===== src/rtl/jtframe_romrq_2way.sv =====
`default_nettype none
// +----------------------------------------------------------------------------+
// | jtframe_romrq_2way : CPU ROM request slot with a 2-entry 32-bit word cache |
// | Revision: 1.0                                                              |
// +----------------------------------------------------------------------------+
module jtframe_romrq_2way #(
  parameter int AW = 17,
  parameter int DW = 8,
  parameter int SW = (DW == 8) ? AW - 2 : AW - 1
)(
  input  logic          clk,
  input  logic          rst,
  input  logic          cs,
  input  logic [AW-1:0] addr,
  input  logic          flush,
  output logic [DW-1:0] dout,
  output logic          ok,
  output logic          sdram_req,
  output logic [SW-1:0] sdram_addr,
  input  logic          sdram_ack,
  input  logic          data_rdy,
  input  logic [31:0]   din
);

  localparam int SUBW = (DW == 8) ? 2 : 1;

  typedef enum logic [1:0] {
    IDLE = 2'd0,
    REQ  = 2'd1,
    WAIT = 2'd2
  } state_t;

  state_t          r_state;
  state_t          w_state_nx;
  logic [SW-1:0]   r_addr;
  logic [1:0]      r_valid;
  logic [SW-1:0]   r_tag [2];
  logic [31:0]     r_data [2];
  logic            r_lru;
  logic            r_discard;

  logic [SW-1:0]   w_wa;
  logic [SUBW-1:0] w_sub;
  logic [1:0]      w_hit;
  logic            w_hit_any;
  logic [31:0]     w_word;
  logic [31:0]     w_lane;
  logic [4:0]      w_shamt;
  logic            w_start;
  logic            w_fill;

  assign w_wa  = addr[AW-1:AW-SW];
  assign w_sub = addr[SUBW-1:0];

  // flush masks the hit immediately so ok drops in the same cycle
  assign w_hit[0]  = r_valid[0] && (r_tag[0] == w_wa) && !flush;
  assign w_hit[1]  = r_valid[1] && (r_tag[1] == w_wa) && !flush;
  assign w_hit_any = w_hit[0] | w_hit[1];

  generate
    if (DW == 8) begin : g_lane8
      assign w_shamt = {w_sub, 3'b000};
    end else begin : g_lane16
      assign w_shamt = {w_sub, 4'b0000};
    end
  endgenerate

  assign w_word     = w_hit[1] ? r_data[1] : r_data[0];
  assign w_lane     = w_word >> w_shamt;
  assign dout       = w_hit_any ? w_lane[DW-1:0] : '0;
  assign ok         = cs && w_hit_any;
  assign sdram_addr = r_addr;

  always_comb begin
    w_state_nx = r_state;
    w_start    = 1'b0;
    w_fill     = 1'b0;
    sdram_req  = 1'b0;
    case (r_state)
      IDLE: begin
        if (cs && !w_hit_any && !flush) begin
          w_start    = 1'b1;
          w_state_nx = REQ;
        end
      end
      REQ: begin
        sdram_req = 1'b1;
        if (sdram_ack) begin
          if (data_rdy) begin
            w_fill     = 1'b1;
            w_state_nx = IDLE;
          end else begin
            w_state_nx = WAIT;
          end
        end
      end
      WAIT: begin
        if (data_rdy) begin
          w_fill     = 1'b1;
          w_state_nx = IDLE;
        end
      end
      default: w_state_nx = IDLE;
    endcase
  end

  always_ff @(posedge clk or posedge rst) begin
    if (rst) begin
      r_state   <= IDLE;
      r_addr    <= '0;
      r_valid   <= '0;
      r_tag     <= '{default: '0};
      r_data    <= '{default: '0};
      r_lru     <= 1'b0;
      r_discard <= 1'b0;
    end else begin
      r_state <= w_state_nx;
      if (w_start) r_addr <= w_wa;
      if (w_fill) begin
        r_tag[r_lru]  <= r_addr;
        r_data[r_lru] <= din;
      end
      // a discarded or flushed fill still completes the handshake but stays invalid
      if (flush) begin
        r_valid <= '0;
      end else if (w_fill && !r_discard) begin
        r_valid[r_lru] <= 1'b1;
      end
      if (w_fill && !flush && !r_discard) begin
        r_lru <= ~r_lru;
      end else if (cs && w_hit[0]) begin
        r_lru <= 1'b1;
      end else if (cs && w_hit[1]) begin
        r_lru <= 1'b0;
      end
      if (w_state_nx == IDLE) begin
        r_discard <= 1'b0;
      end else if (flush && r_state != IDLE) begin
        r_discard <= 1'b1;
      end
    end
  end

endmodule
`default_nettype wire


===== config.mk =====
export PLATFORM = sky130hd
export DESIGN_NAME = jtframe_romrq_2way
export DESIGN_NICKNAME = d
export VERILOG_FILES = /design/src/rtl/jtframe_romrq_2way.sv
export SDC_FILE = /design/constraint.sdc
export NUM_CORES = 1
export LEC_CHECK = 0
export BUFFER_PORTS_ARGS = -buffer_cell sky130_fd_sc_hd__buf_2
export CORE_ASPECT_RATIO = 0.7
export CORE_MARGIN = 5
export CORE_UTILIZATION = 57
export CTS_CLUSTER_DIAMETER = 50
export CTS_CLUSTER_SIZE = 40
export DETAILED_ROUTE_END_ITERATION = 12
export GPL_TIMING_DRIVEN = 1
export PLACE_DENSITY = 0.81
export SLEW_MARGIN = 20
export SYNTH_ARGS = -nofsm -noshare
export SYNTH_HDL_FRONTEND = slang
export SYNTH_SLANG_ARGS = --single-unit

===== constraint.sdc =====
create_clock -name clk -period 4.1 [get_ports clk]
set_input_delay 0.615 -clock clk [delete_from_list [all_inputs] [get_ports clk]]
set_output_delay 0.615 -clock clk [all_outputs]
set_load 0.02 [all_outputs]

==> results of run 1 <==
-- layout make-up --
type | count | area [sq um]
Timing Repair Buffer | 86 | 447.9
Fill cell | 644 | 2728
Clock inverter | 5 | 25.02
Multi-Input combinational cell | 245 | 2376
Clock buffer | 26 | 509.2
Sequential cell | 115 | 2878
Tap cell | 124 | 155.1
Inverter | 6 | 25.02
-- per-stage QoR --
step                      power, mW  util, %  hold WS, ns
after global routing          4.875    70.17       0.4474
after global placement        3.198    64.33       0.4701
final                         4.620    70.17       0.4294
after detailed placement      3.305    64.33       0.4892
after floorplan               2.903        -       0.4449
after CTS                     4.646    70.17       0.4455
-- cell usage in the layout, fill, tap and decap left out, types with 5 or more instances in the layout --
master,n
clkbuf_8,5
clkbuf_16,17
nand4_1,7
mux2_2,111
o21ai_0,9
o211ai_1,8
buf_2,79
dfrtp_1,115
mux2i_1,8
nor2_1,8
clkinv_2,5
buf_4,7
inv_1,5
xnor2_1,27
-- registers in the layout, summed over array words and instances, names as in the netlist --
| name | flops |
|---|---|
| r_tag | 30 |
| r_discard | 1 |
| r_valid | 2 |
| r_lru | 1 |
| r_data | 64 |
| r_state | 2 |
| sdram_addr | 15 |
-- worst reg2reg max path, cell delays in order (launching register included) --
cell and delay (ns):
dfrtp_1 0.39, xor2_1 0.16, or4_1 0.56, nor4_4 0.61
nor4b_2 0.16, nand2_2 0.40, mux2_2 0.39
-- Yosys cell counts (2+ instances only) --
master    instances
dfrtp_1         115
mux2_2          111
xnor2_1          27
clkbuf_1         11
nor2_1           10
o21ai_0           9
mux2i_1           8
o211ai_1          8
nand4_1           7
inv_1             6
buf_2             5
a31o_2            4
a32oi_1           4
and3_1            4
buf_6             4
ha_1              4
mux4_1            4
nor2b_1           4
o221a_1           4
o31a_1            4
a21oi_1           3
nand2_1           3
o21ai_1           3
xor2_1            3
a21o_1            2
buf_1             2
nand2b_1          2
or4_1             2
-- cell families (layout without fill, tap and decap cells) --
kind of cell	count (synthesis)	in the layout	share of synthesized area, %
muxes	125	125	27.19
DFF	115	115	53.55
xor gates and xnor gates	30	30	4.890
adders and majority gates	4	4	0.9314
and+or+nand+nor	39	39	4.400
buffers and inverters	28	123	2.631
AOI/OAI and AO/OA	47	47	6.403
-- worst paths after layout --
check	slack (ns)	startpoint	end
min in group clk	0.46	din[6]	r_data[6]
hold reg to reg	0.50	r_valid[0]	r_valid[0]
setup / recovery	0.57	r_tag[18]	dout[1]
hold / removal	0.43	rst	sdram_addr[8]
setup reg to reg	1.30	r_tag[18]	sdram_addr[8]
max in group asynchronous	2.81	rst	r_data[29]
-- power by group through the flow --
stage / registers, mW / clock network (mW) / logic (mW)
floorplan: 2.00 / 0 / 0.901
global placement: 1.96 / 0 / 1.23
detailed placement: 2.01 / 0 / 1.29
CTS: 2.01 / 1.33 / 1.31
global route: 2.08 / 1.40 / 1.40
finish: 2.01 / 1.31 / 1.29
-- layer usage --
metal	vias up	GRT usage (%)	routed length, um
li1	1586	-	-
met2	100	34.78	5905
met4	2	6.339	88
met1	1843	30.91	5571
met3	11	6.452	630
met5	-	0	20
==> results.py, run 1 <==
metrics = {
    "status": {
        "run_status": "finished, final reports clean",
    },
    "route": {
        "num_vias": 3542,
        "ant_nets": 0,
        "wire_per_inst_um": 20.12,
        "vias_per_cell": 5.835,
        "drc": 0,
        "drt_iter0_drc": 265,
        "wl_um": 12220,
        "drtPass1Iterations": 4,
    },
    "worst_hold_path": {
        "hp-class": "in2async",
    },
    "logic_synthesis": {
        "synthDistinctLibCells": 43,
        "synth_area_leader_cell": "dfrtp_1",
        "ys.flop_type": "dfrtp_1",
        "synth_edf_count": 0,
        "ys.warnings.count": 0,
        "synth-async-reset-ratio_pct": 100.0,
        "ys_seq_area_share_pct": 53.55,
        "netlist_area_sq_mm": 0.005374,
        "syn_area_per_cell_sq_um": 13.85,
        "syn_nets": 447,
        "synth_seq_cells": 115,
        "syn_inst": 388,
        "yosysTopAreaCellShare_pct": 53.55,
        "synth_top_cells_by_area": "dfrtp_1 (54%), mux2_2 (23%), xnor2_1 (4.4%), mux4_1 (2.0%), mux2i_1 (1.5%)",
    },
    "layout": {
        "area_growth_pct": 19.39,
        "nNetsFinal": 530,
        "drive_above_1_share_pct": 48.86,
        "diodes": 0,
        "stdcell_area_sq_mm": 0.006416,
        "stdcell_count": 607,
    },
    "placed_design": {
        "place_congestion": 0.7777,
        "dpl.hpwl_um": 8292,
        "dpl_cell_area_sq_mm": 0.005882,
        "dp_cells": 576,
        "place_ws_ns": 0.6948,
        "io_buffers": 79,
    },
    "timing": {
        "min_period_ns": 3.531,
        "rsz0062_at_grt": "false",
        "relSlewSlack_pct": 35.01,
        "hold_viol": 0,
        "layout_setup_ws_ns": 0.5688,
        "setup_viol": 0,
        "maxSlewViolCount": 0,
        "tightest_slew_ns": 0.9749,
        "skew_ns": 0.006800,
        "final.period_utilization_pct": 86.13,
        "fin_tns_setup_ns": 0,
        "max_freq_mhz": 283.2,
    },
    "critical_path": {
        "cp-end-kind": "output pin",
        "cp.depth": 7,
        "reg2regPathDepth": 6,
        "crit_type": "reg2out",
        "cp_slowest_cell": "nor4_4",
        "cp_top_family": "simple AND/OR/NAND/NOR gates",
        "critPathLaunchType": "flip-flop",
        "arrival_ns": 2.92,
        "path_cells": "xor2_1 -> or4_1 -> nor4_4 -> o211ai_1 -> a32oi_1 -> o31a_1 -> buf_2",
        "max_stage_delay_ns": 0.61,
        "critPathBufInv": 1,
        "path_max_fanout": 12,
        "required_ns": 3.48,
    },
    "power_and_ir_drop": {
        "swShare_pct": 30.19,
        "power.density_mw_per_mm2": 720.0,
        "comb_power_share_pct": 28.0,
        "p_int_mw": 3.225,
        "switching_power_mw": 1.395,
        "clockPowerShare_pct": 28.4,
        "ir_drop_uv": 387.0,
        "seqPwrFrac_pct": 43.6,
        "leakage_nw": 3.010,
    },
    "grt": {
        "grt.overflow.total": 0,
        "track_usage_pct": 22.33,
        "antenna_found_initial": 1,
        "grt_pass1_wl_um": 20190,
        "grt_max_degree": 81,
        "grt_pass1_vias": 3857,
    },
    "floorplan": {
        "chipWidth_um": 126.1,
        "die_y_um": 91.24,
        "core_area_sq_mm": 0.009144,
        "start_util_pct": 58.77,
        "die_area_sq_mm": 0.01150,
        "row_count": 29,
        "io_pins": 80,
    },
    "clock_network": {
        "cts_buffers": 17,
        "cts_tree": "built",
        "cts_hold_buf": 0,
        "cts-root-buf": "clkbuf_16",
        "post-cts-setup-buffer-count": 0,
        "postCtsResizedCells": 0,
        "clkTransAtPathRegs_ns": 0.05,
        "cts_buffer_depth": 2,
        "clock_latency_ns": 0.40,
        "h-tree-depth": 4,
        "cts.sinks": 115,
    },
    "flow_run": {
        "cap_violations": 0,
    },
}
No activity file was read; power rests on OpenSTA's default activity.
==> inputs of run 2 (changes only) <==
--- a/config.mk
+++ b/config.mk
@@ -8,12 +8,12 @@
 export BUFFER_PORTS_ARGS = -buffer_cell sky130_fd_sc_hd__buf_2
 export CORE_ASPECT_RATIO = 0.7
 export CORE_MARGIN = 5
-export CORE_UTILIZATION = 57
+export CORE_UTILIZATION = 51
 export CTS_CLUSTER_DIAMETER = 50
 export CTS_CLUSTER_SIZE = 40
 export DETAILED_ROUTE_END_ITERATION = 12
 export GPL_TIMING_DRIVEN = 1
-export PLACE_DENSITY = 0.81
+export PLACE_DENSITY = 0.76
 export SLEW_MARGIN = 20
 export SYNTH_ARGS = -nofsm -noshare
 export SYNTH_HDL_FRONTEND = slang
==> constraint.sdc (replaced) <==
create_clock -name clk -period 3.2 [get_ports clk]
set_input_delay 0.48 -clock clk [delete_from_list [all_inputs] [get_ports clk]]
set_output_delay 0.48 -clock clk [all_outputs]
set_load 0.02 [all_outputs]
==> run 2 against run 1 <==
- cell area increased by 3.8%
- core utilization is 5.6 points lower
- register-to-register slack worse by 0.58 ns
- sequential share of layout area down 1.6 points
- flip-flop and latch count unchanged
- clock-buffer cell count down 8
- die area grew 11%
- worst setup slack worse by 0.48 ns
- critical path depth unchanged
- power increased by 36%
- worst hold slack got worse by 0.20 ns
- clock power grew 57%
- critical endpoint is now dout[7]
- highest routed layer is now met4
==> results.py, run 2 (synthesis results as in run 1) <==
metrics = {
    "clock_network": {
        "cts_tree": "built",
        "clkTransAtPathRegs_ns": 0.05,
        "cts_hold_buf": 0,
        "cts-root-buf": "clkbuf_16",
        "h-tree-depth": 4,
        "cts_buffers": 17,
        "post-cts-setup-buffer-count": 0,
        "cts.sinks": 115,
        "cts_buffer_depth": 2,
        "clock_latency_ns": 0.40,
    },
    "route": {
        "wl_um": 12190,
        "vias_per_cell": 5.624,
        "num_vias": 3487,
        "ant_nets": 0,
        "drc": 0,
        "wire_per_inst_um": 19.67,
        "drt_iter0_drc": 148,
        "drtPass1Iterations": 4,
    },
    "placed_design": {
        "dpl.hpwl_um": 8512,
        "dp_cells": 586,
        "place_congestion": 0.7698,
        "dpl_cell_area_sq_mm": 0.005971,
        "io_buffers": 79,
    },
    "layout": {
        "largest_reg_flops": 64,
        "final_common_cell": "dfrtp_1",
        "stdcell_count": 620,
        "stdcell_area_sq_mm": 0.006659,
        "nNetsFinal": 532,
        "largest_register": "r_data",
        "fillerInstances": 767,
        "final_cell_mix": "dfrtp_1 (115), mux2_2 (111), buf_2 (76)",
        "drive_above_1_share_pct": 50.62,
        "area_growth_pct": 23.91,
    },
    "floorplan": {
        "die_y_um": 95.89,
        "core_area_sq_mm": 0.01032,
        "chipWidth_um": 132.7,
        "row_count": 31,
        "die_area_sq_mm": 0.01272,
        "start_util_pct": 52.09,
        "io_pins": 80,
    },
    "timing": {
        "maxSlewViolCount": 0,
        "hold_viol": 0,
        "max_freq_mhz": 321.6,
        "setup_viol": 0,
        "skew_ns": 0.01038,
        "min_period_ns": 3.109,
        "relSlewSlack_pct": 45.31,
        "final.period_utilization_pct": 97.17,
        "tightest_slew_ns": 0.8186,
        "rsz0062_at_grt": "true",
    },
    "critical_path": {
        "path_max_fanout": 12,
        "critPathBufInv": 2,
        "cp_top_family": "simple AND/OR/NAND/NOR gates",
        "path_cells": "xnor2_1 -> nand4_1 -> nor4_2 -> buf_12 -> mux2_2 -> o221a_1 -> buf_2",
        "arrival_ns": 2.63,
        "critPathLaunchType": "flip-flop",
        "max_stage_delay_ns": 0.52,
        "required_ns": 2.72,
        "crit_type": "reg2out",
        "cp-end-kind": "output pin",
        "cp_slowest_cell": "nor4_2",
    },
    "power_and_ir_drop": {
        "ir_drop_uv": 480.0,
        "leakage_nw": 3.089,
        "power.density_mw_per_mm2": 946.8,
    },
    "worst_hold_path": {
        "hp-class": "in2async",
    },
    "grt": {
        "grt_pass1_vias": 3857,
        "grt_pass1_wl_um": 20060,
        "track_usage_pct": 20.46,
        "grt_max_degree": 53,
        "grt.overflow.total": 0,
        "antenna_found_initial": 2,
    },
    "flow_run": {
        "cap_violations": 0,
    },
    "status": {
        "run_status": "finished, final reports clean",
    },
}
[run 2: path summary, 6_finish.rpt]
| kind | start | end | slack (ns) | cells after the start |
|---|---|---|---|---|
| max in group asynchronous | rst | r_tag[19] | 2.26 | 3 |
| min in group clk | din[2] | r_data[2] | 0.32 | 2 |
| worst min register to register | r_data[7] | r_data[7] | 0.50 | 1 |
| worst min-delay path | rst | r_tag[5] | 0.23 | 2 |
| worst max-delay path | r_tag[6] | dout[7] | 0.09 | 7 |
| worst max register to register | r_tag[18] | sdram_addr[12] | 0.72 | 7 |
[run 2: repair_timing]
action | 4_1_cts | 5_1_grt
gates resized for setup | 1 | 7
endpoints found under the hold margin | 0 | 0
setup endpoints to repair | 8 | 8
pin swaps | 2 | 2
[run 2: per-layer routing]
metal  up-vias  share of wire [%]  GRT usage (%)
met3        15                5.7          7.367
met5         -                  0              0
met1      1790                 46          27.55
met2        87                 47          31.32
met4         0                1.4          6.488
li1       1595                  -              -
[run 2: final cells by class]
type                            instances  area, sq um  area share, %
Sequential cell                       115         2878          43.22
Antenna cell                            2        5.005        0.07516
Tap cell                              132        165.2          2.480
Timing Repair Buffer                   88        540.5          8.117
Clock buffer                           18        439.2          6.595
Multi-Input combinational cell        245         2395          35.96
Clock inverter                         14        210.2          3.157
Inverter                                6        26.28         0.3946
[run 2: through the flow]
stage	hold slack, ns	setup WS (ns)	total power [mW]	setup TNS, ns	utilization (%)
after floorplan	0.4449	0.6228	3.721	0	-
final	0.2296	0.09061	6.304	0	64.54
after CTS	0.2442	0.05727	6.334	0	64.20
after global placement	0.4706	0.1678	4.126	0	57.87
after global routing	0.2890	-0.04430	6.637	-0.1138	64.52
after detailed placement	0.4911	0.1327	4.244	0	57.87
[run 2: report_power, final]
part	internal, mW	switching (mW)
clock	1.40	0.664
sequential	2.13	0.450
combinational	0.943	0.723
